==> src/rtl/uart_hex_line_fmt.sv <==
// Word-to-ASCII hex line formatter feeding a byte-wide UART transmitter.
// Emits optional "0x", uppercase hex digits MSB first, then optional CR LF.
module uart_hex_line_fmt #(
    parameter int WORD_W    = 32,
    parameter bit PREFIX_0X = 1'b0,
    parameter bit EMIT_CRLF = 1'b1
) (
    input  logic              clk,
    input  logic              rst_n,
    input  logic              in_valid,
    input  logic [WORD_W-1:0] in_data,
    output logic              in_ready,
    output logic              out_valid,
    output logic [7:0]        out_data,
    input  logic              out_ready,
    output logic              busy
);

    localparam int NDIG = WORD_W / 4;
    localparam int CW   = (NDIG > 1) ? $clog2(NDIG) : 1;
    localparam logic [CW-1:0] LAST = CW'(NDIG - 1);

    if ((WORD_W % 4) != 0 || WORD_W < 4 || WORD_W > 64) begin : g_bad_w
        $error("uart_hex_line_fmt: WORD_W must be a multiple of 4 in 4..64");
    end

    typedef enum logic [2:0] {
        S_IDLE,
        S_P0,
        S_P1,
        S_DIG,
        S_CR,
        S_LF
    } state_t;

    state_t            r_state;
    logic [WORD_W-1:0] r_word;
    logic [CW-1:0]     r_cnt;
    logic              r_valid;
    logic [7:0]        r_data;

    // The word register shifts left per digit so the next digit is always
    // the top nibble; this avoids a variable-index nibble mux.
    logic [WORD_W-1:0] w_shift;
    logic [3:0]        w_top_in;
    logic [3:0]        w_top_word;
    logic [3:0]        w_top_next;

    assign w_shift    = r_word << 4;
    assign w_top_in   = in_data[WORD_W-1 -: 4];
    assign w_top_word = r_word[WORD_W-1 -: 4];
    assign w_top_next = w_shift[WORD_W-1 -: 4];

    assign in_ready  = (r_state == S_IDLE);
    assign busy      = ~in_ready;
    assign out_valid = r_valid;
    assign out_data  = r_data;

    function automatic logic [7:0] hex_ascii(input logic [3:0] n);
        if (n <= 4'd9) begin
            return 8'h30 + {4'h0, n};
        end
        return 8'h37 + {4'h0, n};
    endfunction

    // Line sequencer: each transfer advances state and presents the next byte.
    always_ff @(posedge clk) begin
        if (!rst_n) begin
            r_state <= S_IDLE;
            r_word  <= '0;
            r_cnt   <= '0;
            r_valid <= 1'b0;
            r_data  <= 8'h00;
        end else begin
            unique case (r_state)
                S_IDLE: begin
                    if (in_valid) begin
                        r_word  <= in_data;
                        r_cnt   <= LAST;
                        r_valid <= 1'b1;
                        if (PREFIX_0X) begin
                            r_state <= S_P0;
                            r_data  <= 8'h30;
                        end else begin
                            r_state <= S_DIG;
                            r_data  <= hex_ascii(w_top_in);
                        end
                    end
                end
                S_P0: begin
                    if (out_ready) begin
                        r_state <= S_P1;
                        r_data  <= 8'h78;
                    end
                end
                S_P1: begin
                    if (out_ready) begin
                        r_state <= S_DIG;
                        r_data  <= hex_ascii(w_top_word);
                    end
                end
                S_DIG: begin
                    if (out_ready) begin
                        if (r_cnt == '0) begin
                            if (EMIT_CRLF) begin
                                r_state <= S_CR;
                                r_data  <= 8'h0D;
                            end else begin
                                r_state <= S_IDLE;
                                r_valid <= 1'b0;
                                r_data  <= 8'h00;
                            end
                        end else begin
                            r_cnt  <= r_cnt - CW'(1);
                            r_word <= w_shift;
                            r_data <= hex_ascii(w_top_next);
                        end
                    end
                end
                S_CR: begin
                    if (out_ready) begin
                        r_state <= S_LF;
                        r_data  <= 8'h0A;
                    end
                end
                S_LF: begin
                    if (out_ready) begin
                        r_state <= S_IDLE;
                        r_valid <= 1'b0;
                        r_data  <= 8'h00;
                    end
                end
                default: begin
                    r_state <= S_IDLE;
                    r_valid <= 1'b0;
                    r_data  <= 8'h00;
                end
            endcase
        end
    end

endmodule

==> config.mk <==
export PLATFORM = sky130hd
export DESIGN_NAME = uart_hex_line_fmt
export DESIGN_NICKNAME = d
export VERILOG_FILES = /design/src/rtl/uart_hex_line_fmt.sv
export SDC_FILE = /design/constraint.sdc
export NUM_CORES = 1
export LEC_CHECK = 0
export CORE_ASPECT_RATIO = 1.1
export CORE_MARGIN = 10
export CORE_UTILIZATION = 55
export CTS_BUF_LIST = sky130_fd_sc_hd__clkbuf_8
export DETAILED_ROUTE_END_ITERATION = 10
export PLACE_DENSITY = 0.83
export SYNTH_ARGS = -nofsm -noshare
export SYNTH_HDL_FRONTEND = slang
export SYNTH_SLANG_ARGS = --single-unit
export TNS_END_PERCENT = 20
==> constraint.sdc <==
create_clock -name clk -period 2.9 [get_ports clk]
set_input_delay 0.435 -clock clk [delete_from_list [all_inputs] [get_ports clk]]
set_output_delay 0.435 -clock clk [all_outputs]
set_load 0.01 [all_outputs]
==> results of run 1 <==
-- flip-flops by register name, indices dropped and copies added (netlist names) --
signal and cells:
out_data 7, r_word 32, out_valid 1, r_state 3, r_cnt 3
-- worst max-delay path by stage --
stage,from,to,slack [ps]
after global placement,in_data[28],out_data[5],480
final,r_state[0],r_word[11],710
after CTS,r_state[0],r_word[11],690
after detailed placement,in_data[28],out_data[5],450
after global routing,r_state[0],out_data[4],530
after floorplan,r_state[1],r_word[21],950
-- routing by layer --
layer	share of wire	vias to the layer above
met4	0.018	0
met2	0.50	80
li1	-	1215
met5	0	-
met1	0.42	1114
met3	0.061	15
-- where the power goes --
| part | switching (mW) | internal, mW |
|---|---|---|
| clock network | 0.213 | 0.162 |
| registers | 0.114 | 0.786 |
| logic | 0.567 | 0.466 |
| total | 0.894 | 1.41 |
-- placed cells by master (no fill, tap or decap), drive strengths merged, types with 2 or more instances in the layout --
master	Yosys	layout
clkinv	2	4
o311ai	2	2
nand3	6	6
mux2i	2	2
nor2	38	38
nor2b	7	7
nor3	4	4
xnor2	3	3
o211ai	3	3
buf	10	10
and3	2	2
ha	8	8
a32o	2	2
a211oi	2	2
a22oi	5	5
clkbuf	15	5
o311a	2	2
clkdlybuf4s50	0	45
a311oi	28	28
nand2	71	71
or3	3	3
and2	5	5
inv	13	13
dfxtp	46	46
a21oi	7	7
a31oi	4	4
nand4	2	2
o21ai	7	7
-- cell families (layout without fill, tap and decap cells) --
kind of cell,Yosys count,in the layout,synth area share
other,1,1,0.001389
adder cells (fa/ha/maj),8,8,0.03707
multiplexers,2,2,0.007415
flip-flops,46,46,0.3411
buffers and inverters,40,77,0.07877
XOR/XNOR,3,3,0.009733
AND/OR/NAND/NOR,146,146,0.2400
AO/OA/AOI/OAI,76,76,0.2845
-- area by class of cell --
type	count	area (um2)
multi-input cells	236	1567
fillers	382	1453
flip-flops and latches	46	920.9
repair buffers	55	538.0
well taps	56	70.07
clock buffers	5	68.82
inverters	15	57.56
clock inverters	2	10.01
==> metrics, run 1 <==
PostCTS Resize Cnt=0; CP cell instances=or3_4 -> clkinv_2 -> and2_1 -> a2bb2oi_4 -> buf_12 -> nor2_1 -> a311oi_2; GPL Wtd Cong=0.9158; H-tree depth=2; antenna-violating nets left=0; cell area after synthesis=0.002700 mm2; Max Cap Viol=0; RSZ-0062 raised after global routing=no; largest area contributor in the netlist=dfxtp_1; total placed cells including tap cells=408; overall power=2.308 mW; Clock Pin Slew Worst Setup and Hold Paths=90 ps; Routed wire per std cell=15.56 um; Leakage Power=1.178 nW; Critical Path RT=3120 ps; min Tclk post-route=2194 ps; Core Footprint=0.004684 mm2; Post-route DRC=0; outcome=finished, final reports clean; WP buf/inv=2; clock root buffer=clkbuf_8; Pwr Density=714.1 mW/mm2; HP Start=out_data[3]; synthesis-to-finish area growth=19.69%; HPWL Detailed=4.780 mm; worst hold margin=471.5 ps; cell count along the critical path=7; Post-synth ARST share=0; worst slew pin tran=899.0 ps; worst reg-to-reg setup slack=710 ps; Synth Warn #=0; Die W=86.81 um; Syn Nets=366; Cells after Synth=322; drt via density=5.841; share of cells above drive strength 1=0.1365; r2r endpoint=r_word[11]; Initial Util=0.5764; clk buf depth=2; Post-Layout Cell Count=415; postcts setup bufs=0; worst ir drop on vdd=0.0004674 V; WP data arrival=2410 ps; Syn Area/Cell=8.385 um2; Sink Count=46; setup violators final=0; final worst slack=706.3 ps; pre-CTS setup slack=453.4 ps; worst-skew pair later-pin latency=300 ps; design area=0.003232 mm2; row count=26; cells on worst reg2reg path=7; initial antenna violation count=0; met2 Use GR=0.2702; critical path capture point type=flop; CTS Hold Bufs=0; reg2reg start=r_state[0]; final hold vios=0; Yosys reg bits=46; layer with the highest usage=met2; Total GRT Usage=0.1626; CP top delay family=simple AND/OR/NAND/NOR gates; diode count=0; Setup Crit Path Kind=flop to flop; Critical Path Max Stage Delay=400 ps; total wire length=6.459 mm; vias after detailed routing=2424; total gr overflow=0; top post-synthesis cells by area=dfxtp_1, a311oi_2, nand2_1; Inserted Clock Buffers=5; Worst Hold Class=flop to flop; Slew headroom=0.3988; top cells by count, synth=nand2_1, dfxtp_1, nor2_1; first-pass GRT wire length=11.02 mm; die area=0.008115 mm2; worst hold endpoint=out_data[3]; Main synth FF type=dfxtp_1; DRT Pass-1 Iters=5; CP Max Fanout=46; top-count cell post-synth=nand2_1; Final nets=403; Slowest-stage cell, CP=dfxtp_1; CTS tree=built; Netlist cell types=56; met3 Use GR=0.04688; vias in the first global route=2410; largest net degree at the start of global routing=47; Fmax achieved=455.8 MHz; post-layout util=0.6899; sequential share of the synthesized area=0.3411; initial drt markers=221; Worst setup SP type=flop; M1 GR Usage=0.1940; hold path depth=1; Final Slew Violations=0; Sum Neg Setup Slack=0 ps; period utilization=0.7565; clock skew after layout=5.280 ps; PortBufs=45; Post-DP Area=0.003153 mm2; IO Pins=47; Post-synth EDFFs=0; Die H=93.49 um; Synth top area share=0.3411
(Power assumes the default switching activity.)
==> run 2, diff against run 1 <==
- CORE_UTILIZATION: 55 -> 50
- PLACE_DENSITY: 0.83 -> 0.79
- clock period: 2.9 -> 2 ns (I/O delays scaled with it)
==> run 2 against run 1 <==
Non-clock buffer count is 18 higher. Cell count is 8.9% higher. Design area is 6.0% higher. Die area increased by 7.7%. Clock skew grew 1.1 ps. Largest power group unchanged. First-iteration DRC count is 17% lower. Setup slack got worse by 610 ps. Utilization down 4.6 points. Combinational power is 59% higher. Maximum frequency rose by 15%.
==> metrics, run 2 (synthesis gave the netlist of run 1 again) <==
outcome=finished, final reports clean; worst hold margin=472.2 ps; clk buf depth=2; die area=0.008743 mm2; Core Footprint=0.005325 mm2; vias in the first global route=2485; min Tclk post-route=1907 ps; Total GRT Usage=0.1472; Sum Neg Setup Slack=0 ps; Critical Path RT=2210 ps; Die H=97.08 um; clock network power share=0.160; synthesis-to-finish area growth=26.92%; internal power=2.159 mW; CTS tree=built; row count=28; Register Area=920.9 um2; final hold vios=0; Post-route DRC=0; H-tree depth=2; period utilization=0.9533; vias after detailed routing=2475; WP data arrival=2110 ps; commonest non-fill, non-tap cell in the layout=nand2_1; Worst Hold Class=flop to flop; Pwr Density=1020 mW/mm2; Final nets=421; IO Pins=47; Sink Count=46; combinational fraction of design power=0.469; first-pass GRT wire length=11.23 mm; Max Cap Viol=0; Fmax achieved=524.5 MHz; Routed wire per std cell=14.87 um; DRT Pass-1 Iters=4; PortBufs=45; switching power=1.337 mW; initial drt markers=183; switching share of total power=0.3825; Slew headroom=0.6594; clock skew after layout=6.337 ps; design area=0.003427 mm2; Setup Crit Path Kind=flop to flop; max reg flops=32; clock root buffer=clkbuf_8; CP Max Fanout=17; GPL Wtd Cong=0.9159; largest net degree at the start of global routing=36; Leakage Power=1.269 nW; drt via density=5.476; Initial Util=0.5070; most frequent cells in the layout=nand2_1, dfxtp_1, clkdlybuf4s50_1; worst ir drop on vdd=0.0005983 V; HPWL Detailed=4.856 mm; total wire length=6.719 mm; part of the power in registers=0.371; Post-DP Area=0.003309 mm2; initial antenna violation count=0; antenna-violating nets left=0; CTS Hold Bufs=0; worst slew pin tran=510.9 ps; Inserted Clock Buffers=5; Worst setup SP type=flop; area of the multi-input gates=0.001569 mm2; Final Slew Violations=0; worst-skew pair later-pin latency=300 ps; setup violators final=0; Fillers=465; Clock Pin Slew Worst Setup and Hold Paths=90 ps; share of cells above drive strength 1=0.1804; Die W=90.07 um; Reg with most FFs=r_word; diode count=0; critical path capture point type=flop; total gr overflow=0
==> run 2: changes by cell type in the layout (fill, tap and decap cells not counted), sizes merged <==
cell	delta
clkinvlp	+2
clkdlybuf4s50	-1
clkbuf	+1
buf	+17
dlygate4sd2	+1
clkinv	-2
==> run 2: what timing repair did <==
action                                  in CTS  in global routing
pin swaps                                    0                  1
buffers inserted                             0                  1
gates cloned                                 0                  1
gates resized for setup                      1                  1
endpoints found under the setup margin       1                 22
==> run 2: path summary, 6_finish.rpt <==
check,start,to,slack (ps),cells past startpoint
max,r_cnt[0],r_word[22],90,8
min,out_data[5],out_data[5],470,1
max reg2reg,r_cnt[0],r_word[22],90,8
min reg2reg,out_data[5],out_data[5],470,1
==> run 2: stage by stage <==
step                worst slack, ps  power (mW)    util  instances
finish                        93.49       3.496  0.6436        452
global route                 -4.350       3.755  0.6436        452
CTS                           52.54       3.450  0.6370        450
detailed placement           -123.4       2.898  0.6215        443
global placement             -78.12       2.857  0.6215        443
floorplan                     52.85       2.427       -        322
==> run 2: cell type report <==
| class | instances | area share |
|---|---|---|
| Tap cell | 75 | 0.02738 |
| Clock inverter | 2 | 0.004381 |
| Clock buffer | 5 | 0.02008 |
| Sequential cell | 46 | 0.2687 |
| Multi-Input combinational cell | 236 | 0.4578 |
| Inverter | 15 | 0.01679 |
| Timing Repair Buffer | 73 | 0.2048 |
==> run 2: critical path: stages, from the launching register on <==
cell       delay (ps)
dfxtp_1           310
inv_1             110
ha_1              200
nor2b_1           300
nor2_2            110
a2bb2oi_4         210
buf_4             170
clkbuf_16         190
a311oi_2          220
==> run 2: power groups by stage <==
| stage | Combinational, mW | Clock (mW) | Sequential [mW] |
|---|---|---|---|
| after floorplan | 1.14 | 0 | 1.29 |
| after global placement | 1.55 | 0 | 1.31 |
| after detailed placement | 1.58 | 0 | 1.31 |
| after CTS | 1.59 | 0.566 | 1.29 |
| after global routing | 1.83 | 0.603 | 1.33 |
| final | 1.64 | 0.558 | 1.30 |
==> run 2: metal layers <==
| metal | global-route usage | vias to the layer above | routed length [um] | share of wire |
|---|---|---|---|---|
| met5 | 0 | - | 0 | 0 |
| met4 | 0.03922 | 0 | 138 | 0.021 |
| met3 | 0.03246 | 10 | 289 | 0.043 |
| met2 | 0.2601 | 65 | 3399 | 0.51 |
| met1 | 0.1743 | 1149 | 2892 | 0.43 |
| li1 | - | 1251 | - | - |
==> run 3, diff against run 2 <==
- GPL_TIMING_DRIVEN: not set -> 0
- REMOVE_ABC_BUFFERS: not set -> 1
==> run 3 against run 2 <==
Flip-flop and latch count is the same. Sequential power grew 5%. First-iteration DRC count grew 18%. Maximum frequency shrank 4.4%. Wire length grew 6.1%. Register-to-register slack lost 70 ps. Via count grew 2.4%. Die area is the same. Critical path depth is the same. Utilization grew 0.071 points. Non-clock buffer count shrank 18. Critical endpoint is now out_data[5].
==> metrics, run 3 (synthesis gave the netlist of run 1 again) <==
diode count=0; Sink Count=46; final hold vios=0; overall power=3.663 mW; Initial Util=0.5070; hold path depth=1; DRT Pass-1 Iters=5; max reg flops=32; period utilization=0.9967; die area=0.008743 mm2; pre-CTS setup slack=-1665 ps; critical path capture point type=flop; final worst slack=6.606 ps; Worst setup SP type=primary input; initial antenna violation count=0; worst slew pin tran=706.2 ps; cells on worst reg2reg path=7; Reg with most FFs=r_word; Inserted Clock Buffers=5; Core Footprint=0.005325 mm2; antenna-violating nets left=0; Die W=90.07 um; setup violators final=0; vias in the first global route=2387; Setup Crit Path Kind=primary input to flop; worst-skew pair later-pin latency=300 ps; RSZ-0062 raised after global routing=yes; Final nets=405; WP data arrival=2170 ps; Routed wire per std cell=16.31 um; post-layout util=0.6443; Worst Hold Class=flop to flop; Critical Path RT=2180 ps; total wire length=7.127 mm; total gr overflow=0; Pwr Density=1068 mW/mm2; Fillers=471; Fmax achieved=501.7 MHz; Slew headroom=0.5277; design area=0.003431 mm2; Post-DP Area=0.003164 mm2; Leakage Power=1.242 nW; initial drt markers=216; min Tclk post-route=1993 ps; Register Area=930.9 um2; largest net degree at the start of global routing=28; IO Pins=47; HPWL Detailed=4.769 mm; Final Slew Violations=0; clock skew after layout=7.072 ps; Clock Pin Slew Worst Setup and Hold Paths=80 ps; synthesis-to-finish area growth=27.06%; most frequent cells in the layout=nand2_1, clkdlybuf4s50_1, dfxtp_1; commonest non-fill, non-tap cell in the layout=nand2_1; PortBufs=45; first-pass GRT wire length=11.47 mm; Sum Neg Setup Slack=0 ps; H-tree depth=2; vias after detailed routing=2534; drt via density=5.799; area of the multi-input gates=0.001628 mm2; CP Max Fanout=4; GPL Wtd Cong=0.9478; CTS tree=built; Post-route DRC=0; share of cells above drive strength 1=0.1685; worst ir drop on vdd=0.0005371 V; clock root buffer=clkbuf_8; Die H=97.08 um; Max Cap Viol=0; Total GRT Usage=0.1530; clk buf depth=2; outcome=finished, final reports clean; row count=28
## run 3: cell count changes in the layout (fill, tap and decap cells not counted), moves of 2 or more
cell	previous run	this run
buf_16	0	2
o21ai_1	0	2
dfxtp_4	0	2
dfxtp_2	0	2
buf_4	25	5
o21ai_0	7	5
dfxtp_1	46	42
## run 3: timing repair
item                                   4_1_cts  5_1_grt
gates resized for setup                     15        6
gates cloned                                 3        0
setup endpoints to repair                   46       38
endpoints found under the hold margin        0        0
setup buffers                                2        4
hold buffers                                 0        0
pin swaps                                    2        1
## run 3: worst max-delay path, stage by stage
cell and delay [ps]:
clkdlybuf4s50_1 550, inv_1 80, ha_1 210, nor2_1 120
a21boi_0 270, o21ai_0 150, a221oi_1 370, o2bb2ai_1 110
## run 3: layout make-up
cell class	count	share of cell area
multi-input cells	238	0.4745
flip-flops and latches	46	0.2713
well taps	75	0.02735
clock buffers	5	0.02006
inverters	15	0.01823
clock inverters	3	0.01204
repair buffers	55	0.1765
## run 3: report_power, final
part / internal (mW) / total, mW / switching, mW / leakage [nW]
sequential: 1.14 / 1.36 / 0.214 / 0.381
combinational: 0.766 / 1.62 / 0.850 / 0.805
clock: 0.368 / 0.688 / 0.320 / 0.0556
## run 3: through the flow
step                      hold slack, ps  cells
after floorplan                    428.2    297
after global placement             436.0    417
after detailed placement           444.1    420
after CTS                          464.2    433
after global routing               493.8    437
final                              461.5    437
## run 3: worst paths after layout
kind                                  start          end  slack [ps]
worst max-delay path            in_data[28]  out_data[5]           7
worst min-delay path            out_data[3]  out_data[3]         460
worst max register to register   r_state[2]    r_word[6]          20
worst min register to register  out_data[3]  out_data[3]         460
## run 3: layer usage
layer	wire length [um]	vias to the layer above	GRT usage
met5	0	-	0
met4	114	0	0.03554
met3	363	13	0.04173
met2	3612	83	0.2718
met1	3036	1211	0.1772
li1	-	1227	-
